<file path="config.mk">
export PLATFORM = sky130hd
export DESIGN_NAME = echo_frame_sequencer
export DESIGN_NICKNAME = d
export VERILOG_FILES = /design/src/rtl/echo_frame_sequencer.sv
export SDC_FILE = /design/constraint.sdc
export NUM_CORES = 1
export LEC_CHECK = 0
export CORE_MARGIN = 2
export CORE_UTILIZATION = 39
export CTS_CLUSTER_SIZE = 30
export DETAILED_ROUTE_END_ITERATION = 7
export GPL_ROUTABILITY_DRIVEN = 0
export HOLD_SLACK_MARGIN = 0.15
export PLACE_DENSITY = 0.69
export RECOVER_POWER = 100
export SLEW_MARGIN = 20
export SYNTH_ARGS = -nofsm -noshare
export SYNTH_HDL_FRONTEND = slang
export SYNTH_SLANG_ARGS = --single-unit
</file>
<file path="constraint.sdc">
create_clock -name clk_operation -period 2.8 [get_ports clk_operation]
set_input_delay 0.7 -clock clk_operation [delete_from_list [all_inputs] [get_ports clk_operation]]
set_output_delay 0.7 -clock clk_operation [all_outputs]
set_load 0.01 [all_outputs]
</file>
<file path="src/rtl/echo_frame_sequencer.sv">
// Per-frame sequencer for the echo-cancellation datapath: conversion, lag,
// adaptation or cancellation, then output. Stages hand off on ready, and every wait is bounded.
module echo_frame_sequencer #(
   parameter int MAX_ITER  = 64,
   parameter int PULSE_LEN = 4,
   parameter int TIMEOUT   = 1023
) (
   input  logic        clk_operation,
   input  logic        rst,
   input  logic [12:0] sampling_cycle_counter,
   input  logic        train_restart,
   input  logic        ready_conv,
   input  logic        ready_lag,
   input  logic        ready_approx,
   input  logic        ready_cancel,
   input  logic [63:0] e,
   input  logic [63:0] signal_without_echo,
   output logic        enable_conv,
   output logic        enable_lag,
   output logic        enable_approx,
   output logic        enable_cancel,
   output logic        enable_sampling_lag,
   output logic        enable_sampling_approx,
   output logic        enable_sampling_cancel,
   output logic        enable_out,
   output logic [63:0] double_out,
   output logic [15:0] iteration,
   output logic        mode,
   output logic        busy,
   output logic        timeout_err,
   output logic        overrun_err
);

   // Each pulse state is immediately followed by its wait state, so P -> W is state + 1.
   localparam logic [3:0] IDLE   = 4'd0;
   localparam logic [3:0] CONV_P = 4'd1;
   localparam logic [3:0] CONV_W = 4'd2;
   localparam logic [3:0] LAG_P  = 4'd3;
   localparam logic [3:0] LAG_W  = 4'd4;
   localparam logic [3:0] ADP_P  = 4'd5;
   localparam logic [3:0] ADP_W  = 4'd6;
   localparam logic [3:0] CAN_P  = 4'd7;
   localparam logic [3:0] CAN_W  = 4'd8;
   localparam logic [3:0] EMIT   = 4'd9;

   logic [3:0]  state, state_next;
   logic [15:0] pulse_cnt, pulse_cnt_next;
   logic [11:0] wait_cnt, wait_cnt_next;
   logic [63:0] capture;
   logic [15:0] iter_inc;
   logic        restart_pending;
   logic        frame_start;
   logic        stage_ready;
   logic        timed_out;
   logic        lag_exit;

   assign frame_start = (sampling_cycle_counter == 13'd0);
   assign iter_inc    = (iteration == 16'hFFFF) ? iteration : iteration + 16'd1;

   always_comb begin
      stage_ready = 1'b0;
      case (state)
         CONV_W:  stage_ready = ready_conv;
         LAG_W:   stage_ready = ready_lag;
         ADP_W:   stage_ready = ready_approx;
         CAN_W:   stage_ready = ready_cancel;
         default: stage_ready = 1'b0;
      endcase
   end

   always_comb begin
      state_next     = state;
      pulse_cnt_next = pulse_cnt;
      wait_cnt_next  = wait_cnt;
      timed_out      = 1'b0;
      lag_exit       = 1'b0;
      case (state)
         IDLE: begin
            if (frame_start) begin
               state_next     = CONV_P;
               pulse_cnt_next = 16'd0;
            end
         end
         CONV_P, LAG_P, ADP_P, CAN_P: begin
            if (pulse_cnt == 16'(PULSE_LEN - 1)) begin
               state_next    = state + 4'd1;
               wait_cnt_next = 12'd0;
            end else begin
               pulse_cnt_next = pulse_cnt + 16'd1;
            end
         end
         CONV_W, LAG_W, ADP_W, CAN_W: begin
            // A ready still high from the previous frame must not count, so wait count 0 is a guard.
            if (wait_cnt != 12'd0 && stage_ready) begin
               pulse_cnt_next = 16'd0;
               case (state)
                  CONV_W: state_next = LAG_P;
                  LAG_W: begin
                     state_next = mode ? CAN_P : ADP_P;
                     lag_exit   = 1'b1;
                  end
                  default: state_next = EMIT;
               endcase
            end else if (wait_cnt == 12'(TIMEOUT)) begin
               state_next = IDLE;
               timed_out  = 1'b1;
            end else begin
               wait_cnt_next = wait_cnt + 12'd1;
            end
         end
         EMIT:    state_next = IDLE;
         default: state_next = IDLE;
      endcase
   end

   always_ff @(posedge clk_operation or negedge rst) begin
      if (!rst) begin
         state                  <= IDLE;
         pulse_cnt              <= 16'd0;
         wait_cnt               <= 12'd0;
         capture                <= 64'd0;
         restart_pending        <= 1'b0;
         enable_conv            <= 1'b0;
         enable_lag             <= 1'b0;
         enable_approx          <= 1'b0;
         enable_cancel          <= 1'b0;
         enable_sampling_lag    <= 1'b1;
         enable_sampling_approx <= 1'b0;
         enable_sampling_cancel <= 1'b0;
         enable_out             <= 1'b0;
         double_out             <= 64'd0;
         iteration              <= 16'd0;
         mode                   <= 1'b0;
         busy                   <= 1'b0;
         timeout_err            <= 1'b0;
         overrun_err            <= 1'b0;
      end else begin
         state         <= state_next;
         pulse_cnt     <= pulse_cnt_next;
         wait_cnt      <= wait_cnt_next;
         enable_conv   <= (state_next == CONV_P);
         enable_lag    <= (state_next == LAG_P);
         enable_approx <= (state_next == ADP_P);
         enable_cancel <= (state_next == CAN_P);
         busy          <= (state_next != IDLE);

         if (state != IDLE && frame_start) overrun_err <= 1'b1;
         if (timed_out) timeout_err <= 1'b1;
         if (lag_exit) begin
            enable_sampling_approx <= 1'b1;
            enable_sampling_cancel <= 1'b1;
         end
         if (state == ADP_W && state_next == EMIT) capture <= e;
         if (state == CAN_W && state_next == EMIT) capture <= signal_without_echo;
         if (state == EMIT) begin
            double_out <= capture;
            enable_out <= 1'b1;
         end

         // mode only moves while idle or on the frame's final edge, so a frame never sees it change.
         if (state == IDLE) begin
            if (train_restart) begin
               iteration       <= 16'd0;
               mode            <= 1'b0;
               restart_pending <= 1'b0;
            end
         end else if (state == EMIT || timed_out) begin
            if (restart_pending || train_restart) begin
               iteration       <= 16'd0;
               mode            <= 1'b0;
               restart_pending <= 1'b0;
            end else if (state == EMIT && !mode) begin
               iteration <= iter_inc;
               mode      <= (iter_inc >= 16'(MAX_ITER));
            end
         end else if (train_restart) begin
            restart_pending <= 1'b1;
         end
      end
   end

endmodule

</file>
# After elaboration in Yosys (flattened, before gate mapping)
# Cells that the tools add are included.
[classes]
n_eq_ne = 25
n_reduce_logical = 25
mux = 39
n_lt_le_gt_ge = 1
addsub = 4
[ops]
columns = ["operator", "n"]
rows = [
  ["two-way mux 16 bit", 9],
  ["two-way mux 64 bit", 2],
  ["case mux 16 bit (3 select lines)", 1],
  ["two-way mux 12 bit", 3],
  ["adder 16 x 1 -> 16 bit (second input constant)", 2],
  ["== test 4 x 3 -> 1 bit (second input constant)", 6],
  ["case mux 12 bit (2 select lines)", 1],
  ["== test 16 bit (second input constant)", 1],
  ["== test 16 x 2 -> 1 bit (second input constant)", 1],
  [">= comparator 16 x 7 -> 1 bit (second input constant)", 1],
  ["two-way mux 4 bit", 4],
  ["two-way mux 1 bit", 15],
  ["inequality test 2 bit (second input constant)", 7],
  ["zero test 13 bit", 1],
  ["adder 12 x 1 -> 12 bit (second input constant)", 1],
  ["== test 12 x 10 -> 1 bit (second input constant)", 1],
  ["== test 4 x 2 -> 1 bit (second input constant)", 3],
  ["== test 4 bit (second input constant)", 3],
  ["case mux 4 bit (3 select lines)", 1],
  ["nonzero test 12 bit", 1],
  ["== test 4 x 1 -> 1 bit (second input constant)", 2],
  ["case mux 4 bit (2 select lines)", 1],
  ["AND reduction 4 bit", 2],
  ["nonzero test 2 bit", 4],
  ["other kinds (12)", 21],
]
[totals]
ff_bits = 187
inputBits = 148
word_cells = 111
output_inout_bits = 92

# Logic depth before layout (Yosys ltp)
# Gate-level depths: netlist of the first run.
[logic_depth]
ltp_word = 9
depth_mapped = 12
mapped_depth_nobuf = 9

# Worst setup path before layout of the first run
# Ideal clock, no wire load.
[synth_path]
path_type = "register to register"
from = "register state[0]"
to = "register capture[0]"
synth_period_minus_slack_ps = 2837
setup_ps = 125
arrival_ps = 2712
path_slack_ps = -37
t_required_ps = 2675
stages_incl_launch_ff = 13
path_cell_list = "dfrtp_1 > inv_1 > ha_1 > buf_4 > a22oi_1 > o311ai_4 > a211oi_2 > o21a_1 > a221o_1 > nor4b_2 > buf_6 > buf_12 > mux2_4"
[synth_between]
elab_chain_cells = 8
word_cells_on_any_way = 25
cone_classes = "add/sub: 1; eq/ne: 9; mux: 8; reduce/logical: 7"
[synth_rtl]
columns = ["item", "line", "source"]
rows = [
  ["from (decl)", "46", "logic [3:0] state, state_next;"],
  ["from (signal assigned)", "138", "state <= state_next;"],
  ["== test 4 bit, or another cell as far along", "62, 77", ""],
  ["case mux 1 bit (4 select lines)", "62", "case (state)"],
  ["logical AND 1 bit", "94", "if (wait_cnt != 12'd0 && stage_ready) begin"],
  ["two-way mux 4 bit", "94", ""],
  ["case mux 4 bit (3 select lines) (*)", "77", "case (state)"],
  ["via state_next[1]", "46", ""],
  ["== test 4 bit (*)", "153, 154", ""],
  ["logical AND 1 bit, on equally long branches", "154, 153", ""],
  ["two-way mux 64 bit or nonzero test 2 bit (tied branches)", "-", ""],
  ["to (signal assigned)", "154", "if (state == CAN_W && state_next == EMIT) capture <= signal_without_echo;"],
  ["to (decl)", "49", "logic [63:0] capture;"],
]
# Mark *: on every way through the listed nets, which the timed path passes. The rest lies on a longest branch.
# A chain may end at the register's enable or synchronous reset.

# Worst setup path after layout of the first run
[layout_path]
from = "register state[1]"
to = "register capture[60]"
# Same word-level chain as after synthesis.

==> results of run 1 <==
[cell usage after synthesis (all sizes together) (2+ instances only)]
master	instances
mux2	192
dfrtp	187
nor2	57
nand2	31
o21ai	31
nand3	25
xnor2	21
buf	16
clkbuf	16
nor3	16
a21oi	15
nand4	13
and4	10
inv	10
nor4	9
ha	8
nand2b	6
a31oi	5
dlygate4sd3	5
o31ai	5
or2	5
and2	4
and3	4
or3	4
a211oi	3
a21o	3
a22o	2
mux2i	2
nand4b	2
nor4b	2
o211ai	2
o21a	2
xor2	2
[placed cells by master (no fill, tap or decap), types with 6 or more instances in the layout]
| master | netlist | routed |
|---|---|---|
| ha_1 | 8 | 6 |
| dfrtp_1 | 187 | 187 |
| clkdlybuf4s50_1 | 0 | 213 |
| buf_4 | 5 | 64 |
| and4_1 | 10 | 9 |
| dlygate4sd2_1 | 0 | 6 |
| nor2_1 | 57 | 57 |
| nand2b_1 | 6 | 6 |
| clkbuf_16 | 0 | 18 |
| dlygate4sd3_1 | 5 | 18 |
| nor3_1 | 16 | 16 |
| a21oi_1 | 15 | 14 |
| o21ai_0 | 30 | 30 |
| nand4_1 | 13 | 13 |
| nand3_1 | 25 | 25 |
| inv_1 | 10 | 8 |
| mux2_4 | 60 | 64 |
| nor4_1 | 9 | 8 |
| xnor2_1 | 21 | 21 |
| nand2_1 | 31 | 31 |
| mux2_2 | 132 | 128 |
[power groups by stage]
stage               sequential (mW)  clock, mW  combinational (mW)
floorplan                      3.06          0               0.572
global placement               3.06          0                1.27
detailed placement             3.06          0                1.30
CTS                            3.02       2.42                1.32
global route                   3.04       2.54                1.43
finish                         3.01       2.36                1.29
[final cells by class]
cell class                      instances  area, sq um  share of cell area [%]
Inverter                               10         37.5                   0.284
Sequential cell                       187         4680                    35.5
Multi-Input combinational cell        503         4340                    32.9
Tap cell                              319          399                    3.03
Clock inverter                         15          148                    1.12
Timing Repair Buffer                  325         3170                    24.0
Clock buffer                           17          425                    3.22
[layer usage]
metal  part of all wire [%]  track usage, %  up-vias
met1                     43            23.3     3419
met3                    4.9            3.92       23
met4                    1.4            4.93        0
met2                     50            31.4      170
met5                      0               0        -
li1                       -               -     3288
[stage by stage]
step | total power [mW] | cell area, sq um | utilization (%) | setup WS, ns
finish | 6.66 | 13200 | 56.4 | -0.0885
CTS | 6.76 | 13200 | 56.4 | -0.106
global route | 7.01 | 13200 | 56.4 | -0.215
detailed placement | 4.36 | 12500 | 53.5 | -0.568
global placement | 4.33 | 12500 | 53.5 | -0.528
floorplan | 3.63 | 9300 | - | 0.000538
[kinds of logic after synthesis]
| family | after synthesis |
|---|---|
| xor+xnor | 23 |
| compound gates | 83 |
| mux | 194 |
| simple gates | 194 |
| other cells | 1 |
| fa+ha+maj | 8 |
| flops | 187 |
| buf+inv | 48 |
[state kept, by name, summed over array words and instances (netlist names), 4 cells and up]
name / flops
iteration: 16
wait_cnt: 12
pulse_cnt: 16
capture: 64
state: 4
double_out: 64
[worst paths after layout]
path | start | to
min in group asynchronous | rst | capture[2]$_DFFE_PN0P_
min | overrun_err$_DFFE_PN0P_ | overrun_err$_DFFE_PN0P_
max in group asynchronous | rst | capture[47]$_DFFE_PN0P_
max reg2reg | state[1]$_DFF_PN0_ | capture[60]$_DFFE_PN0P_
min reg2reg | overrun_err$_DFFE_PN0P_ | overrun_err$_DFFE_PN0P_
max | state[1]$_DFF_PN0_ | capture[60]$_DFFE_PN0P_
[critical path, delay by kind of cell, from the launching register on]
family,cells,cell delay [ns]
AO/OA/AOI/OAI,5,1.02
adder cells (fa/ha/maj),1,0.17
buffers and inverters,4,0.60
flip-flops,1,0.43
multiplexers,1,0.30
AND/OR/NAND/NOR,1,0.23
[repair_timing]
action | CTS | global route
buffers inserted | 1 | 1
gates resized for setup | 28 | 7
gates cloned | 1 | 1
setup endpoints to repair | 63 | 64
pin swaps | 0 | 3
==> run metrics, run 1 <==
largest fanout on the critical path=7; wire length of the first global-routing pass=35900 um; LEAKAGE=5.98 nW; Psw=1.83 mW; RSZ-0062 raised after global routing=true; Antenna Nets Post-Route=0; WL final=22500 um; Fillers=around 2000; Final Hold Fails=0; clock root cell=clkbuf_16; Worst Skew=0.0183 ns; max incr delay on CP=around 0.43 ns; Setup crit end kind=flip-flop; Main synth FF type=dfrtp_1; Max-Cap Viols=1; pwr dens=approximately 500 nW/um^2; area share of the largest cell type after synthesis=between 50% and 60%; Int Power=approximately 4.8 mW; Hold WS=0.455 ns; yosys warns=1; DR WL/cell=about 16 um; initial antenna violation count=0; total number of vias=6900; initial core utilization=around 40%; main area contributors after synthesis=dfrtp_1, mux2_2, mux2_4, nor2_1, xnor2_1; share of cells above drive strength 1=between 30% and 40%; Post-Synth XOR/XNOR Area=2.17%; Reg power frac=around 45%; final setup fails=between 60 and 70; HP Class=flip-flop to flip-flop; # H-tree levels=4; core area=23400 sq um; Final HPWL DP=16400 um; critical path data required time=roughly 3.1 ns; reg-to-reg slack, setup=-0.09 ns; Peak VDD IR=between 300 and 400 uV; minimum clock period=~2.9 ns; total CTS buffers=17; switch share=roughly 27%; Skew-Pair Late Insertion Delay=roughly 0.43 ns; grt ovf=0; Post-Synth Simple-Gate Area=10.8%; status=complete, but fails checks; Die X=approximately 160 um; WP data arrival=3.20 ns; Synth Area in Adders=1.08%; Clock transition at path regs=approximately 0.070 ns; largest net degree at the start of global routing=80; DIE HEIGHT=around 160 um; Mapped Area=approximately 9300 sq um; CTS hold repair buffers=0; # nets final=1200; CTS tree=built; FF-to-FF path depth=12; number of port buffers=238; critical path's slowest cell=dfrtp_1; asr flop ratio synth=between 90% and 100%; Final Max Slew Viols=80; drt first pass iters=6; crit path kind=flip-flop to flip-flop; largest family of logic cells by synthesized area=multiplexers; Via density=about 5; CTS Sinks=roughly 190; post-placement cell count=between 1000 and 1500; worst setup margin=-0.0885 ns; area leader, netlist=dfrtp_1; synthesis-to-layout area growth=42.1%; DR DRC count=0; Clock power frac=between 30% and 40%; non-filler cells, final=around 1400; synthesized instance count=between 700 and 800; row cnt=56; Startpoint Class=flip-flop; fin crit share=103%; distinct cell type count after synthesis=67; critical-path cell list=inv_2, ha_4, a22oi_2, o311ai_4, a211oi_2, o21a_1, a221o_1, nor4b_4, buf_6, buf_12, clkbuf_16, mux2_4; Max clock buf depth=2; net count after synthesis=roughly 890; Fin Setup TNS=-3.42 ns; Diodes inserted=0; post-synthesis compound-gate area fraction=5.94%; Slew @ Worst Pin=1.98 ns; total track usage=between 10% and 20%; post-synthesis mux area share=approximately 26%; die area=25100 sq um; worst hold stages=1; syn_area_per_cell=between 10 and 15 sq um; combinational fraction of design power=19.4%; Slew headroom=-31.8%; Post-synth EDFFs=0; I/O pin count=240; register area share after synthesis=a little over 50%; Fmax achieved=346 MHz; Iter 0 DRT Violations=326; Synth Register Bits=187; failing checks=max-capacitance violations, max-slew violations, negative setup slack; vias in the first global route=~7000
Note: power is estimated with default switching activity, not from simulation.
==> inputs of run 2 (changes only) <==
--- a/config.mk
+++ b/config.mk
@@ -7,6 +7,7 @@
 export LEC_CHECK = 0
 export CORE_MARGIN = 2
 export CORE_UTILIZATION = 39
+export CTS_CLUSTER_DIAMETER = 40
 export CTS_CLUSTER_SIZE = 30
 export DETAILED_ROUTE_END_ITERATION = 7
 export GPL_ROUTABILITY_DRIVEN = 0
==> results of run 2 <==
Same layout as run 1: the final DEF is identical, and so are final timing and power.
==> inputs of run 3 (changes only) <==
--- a/config.mk
+++ b/config.mk
@@ -7,12 +7,11 @@
 export LEC_CHECK = 0
 export CORE_MARGIN = 2
 export CORE_UTILIZATION = 39
-export CTS_CLUSTER_DIAMETER = 40
 export CTS_CLUSTER_SIZE = 30
 export DETAILED_ROUTE_END_ITERATION = 7
 export GPL_ROUTABILITY_DRIVEN = 0
 export HOLD_SLACK_MARGIN = 0.15
-export PLACE_DENSITY = 0.69
+export PLACE_DENSITY = 0.66
 export RECOVER_POWER = 100
 export SLEW_MARGIN = 20
 export SYNTH_ARGS = -nofsm -noshare
==> constraint.sdc (replaced) <==
create_clock -name clk_operation -period 3.6 [get_ports clk_operation]
set_input_delay 0.9 -clock clk_operation [delete_from_list [all_inputs] [get_ports clk_operation]]
set_output_delay 0.9 -clock clk_operation [all_outputs]
set_load 0.01 [all_outputs]
==> run 3 against run 2 <==
  * Critical path depth is 2 lower
  * First-iteration DRC count down 12%
  * Critical endpoint is now capture[9]$_DFFE_PN0P_
  * Cell area shrank 6.1%
  * Largest cell class unchanged
  * The flow finishes with violations (max-capacitance violations, max-slew violations)
==> run metrics, run 3 (synthesized netlist as in run 1, its figures left out) <==
Fillers=~2200; grt ovf=0; Startpoint Class=input pin; number of port buffers=238; Iter 0 DRT Violations=around 290; Via density=5.01; fin crit share=between 90% and 100%; Max clock buf depth=2; GR peak layer=met2; Final Max Slew Viols=113; largest net degree at the start of global routing=between 70 and 80; largest registers=capture (64), double_out (64); row cnt=56; pwr dens=slightly below 400 nW/um^2; die area=25100 sq um; Setup crit end kind=flip-flop; total track usage=between 10% and 20%; hold wc startpoint=overrun_err$_DFFE_PN0P_; Antenna Nets Post-Route=0; Hold WS=around 0.46 ns; Skew-Pair Late Insertion Delay=roughly 0.43 ns; CTS hold repair buffers=0; post-CTS sizing=0; r2r endpoint=capture[9]$_DFFE_PN0P_; reg-to-reg slack, setup=between 0.3 and 0.4 ns; Reg power frac=between 40% and 50%; Clock power frac=a little under two fifths; Psw=1.35 mW; met1 Usage GRT=between 20 and 25%; crit path kind=input pin to flip-flop; commonest non-fill, non-tap cell in the layout=dfrtp_1; I/O pin count=between 200 and 250; DIE HEIGHT=between 150 and 200 um; initial antenna violation count=0; met2 usage=~29%; GR Util met3=about 3.7%; Int Power=3.56 mW; Max-Cap Viols=2; largest fanout on the critical path=11; # nets final=~1100; Final Hold Fails=0; Post-Route Utilization=roughly 53%; switch share=between 20% and 30%; WL final=roughly 21000 um; total CTS buffers=17; Hold Path Sink=overrun_err$_DFFE_PN0P_; vias in the first global route=about 6500; CTS Sinks=roughly 190; wire length of the first global-routing pass=33600 um; Post CTS Setup Buffer Count=0; FF-to-FF path depth=11; share of cells above drive strength 1=between 20% and 30%; drt first pass iters=4; status=complete, but fails checks; minimum clock period=3.33 ns; Tot Pwr=about 5 mW; final setup fails=0; Slew @ Worst Pin=~2.1 ns; commonest non-fill, non-tap cells in the layout=dfrtp_1, clkdlybuf4s50_1, mux2_2; Fmax achieved=approximately 300 MHz; Worst Skew=between 0.01 and 0.015 ns; non-filler cells, final=1316; Clock transition at path regs=about 0.07 ns; HP Class=flip-flop to flip-flop; r2r startpoint=state[0]$_DFF_PN0_; Die X=approximately 160 um; Fin Setup TNS=0 ns; failing checks=max-capacitance violations, max-slew violations; Diodes inserted=0; CTS tree=built; total number of vias=around 6600; Final HPWL DP=approximately 15000 um; combinational fraction of design power=15.0%; post-placement cell count=~1300; worst hold stages=1; clock root cell=clkbuf_16; RSZ-0062 raised after global routing=false; WP data arrival=3.63 ns; synthesis-to-layout area growth=33.5%; core area=23400 sq um; initial core utilization=between 30% and 40%; DR DRC count=0; LEAKAGE=5.86 nW; Slew headroom=-40.1%; # H-tree levels=4; Peak VDD IR=approximately 260 uV; critical path data required time=between 3 and 4 ns; DR WL/cell=roughly 16 um
run 3: cell types whose count changed in the layout (fill, tap and decap cells not counted), sizes merged:
cell and change:
clkbuf +9, dlygate4sd3 +74, inv -3, clkinv +2, dlygate4sd2 -6, buf -68, clkdlybuf4s50 -68
run 3: area by class of cell:
cell class,count,area [sq um],area share [%]
clock buffers,18,429,3.46
flip-flops and latches,187,4680,37.8
well taps,319,399,3.22
clock inverters,14,156,1.26
inverters,10,37.5,0.303
repair buffers,265,2610,21.1
multi-input cells,503,4080,32.9
run 3: per-stage QoR:
step	cell area [sq um]	worst slack (ns)
finish	12400	0.271
detailed placement	12100	-0.0694
CTS	12600	0.362
floorplan	9280	0.596
global route	12400	0.0919
global placement	12100	-0.0454
run 3: routing by layer:
metal	vias to the layer above	part of all wire, %	wire (um)
li1	3163	-	-
met1	3267	44	9160
met2	146	50	10500
met3	14	5.1	1060
met4	0	0.90	189
met5	-	0	0
run 3: power groups by stage:
| stage | clock network [mW] | logic [mW] | registers (mW) |
|---|---|---|---|
| after floorplan | 0 | 0.437 | 2.38 |
| after global placement | 0 | 0.805 | 2.40 |
| after detailed placement | 0 | 0.817 | 2.40 |
| after CTS | 1.88 | 0.822 | 2.36 |
| after global routing | 1.96 | 0.832 | 2.38 |
| final | 1.82 | 0.737 | 2.35 |
run 3: worst max-delay path, stage by stage:
cell	delay, ns
dlygate4sd3_1	0.54
nor4_1	0.25
and4_1	0.26
o22ai_1	0.09
o21a_1	0.18
a221o_1	0.31
nor4b_4	0.32
buf_12	0.21
clkbuf_2	0.21
mux2_1	0.36
run 3: worst max path at each step:
stage | end | from
3_5_place_dp | capture[35]$_DFFE_PN0P_ | ready_approx
3_3_place_gp | capture[35]$_DFFE_PN0P_ | sampling_cycle_counter[1]
5_1_grt | capture[9]$_DFFE_PN0P_ | sampling_cycle_counter[7]
4_1_cts | capture[35]$_DFFE_PN0P_ | state[0]$_DFF_PN0_
2_1_floorplan | capture[0]$_DFFE_PN0P_ | sampling_cycle_counter[7]
6_report | capture[9]$_DFFE_PN0P_ | sampling_cycle_counter[7]
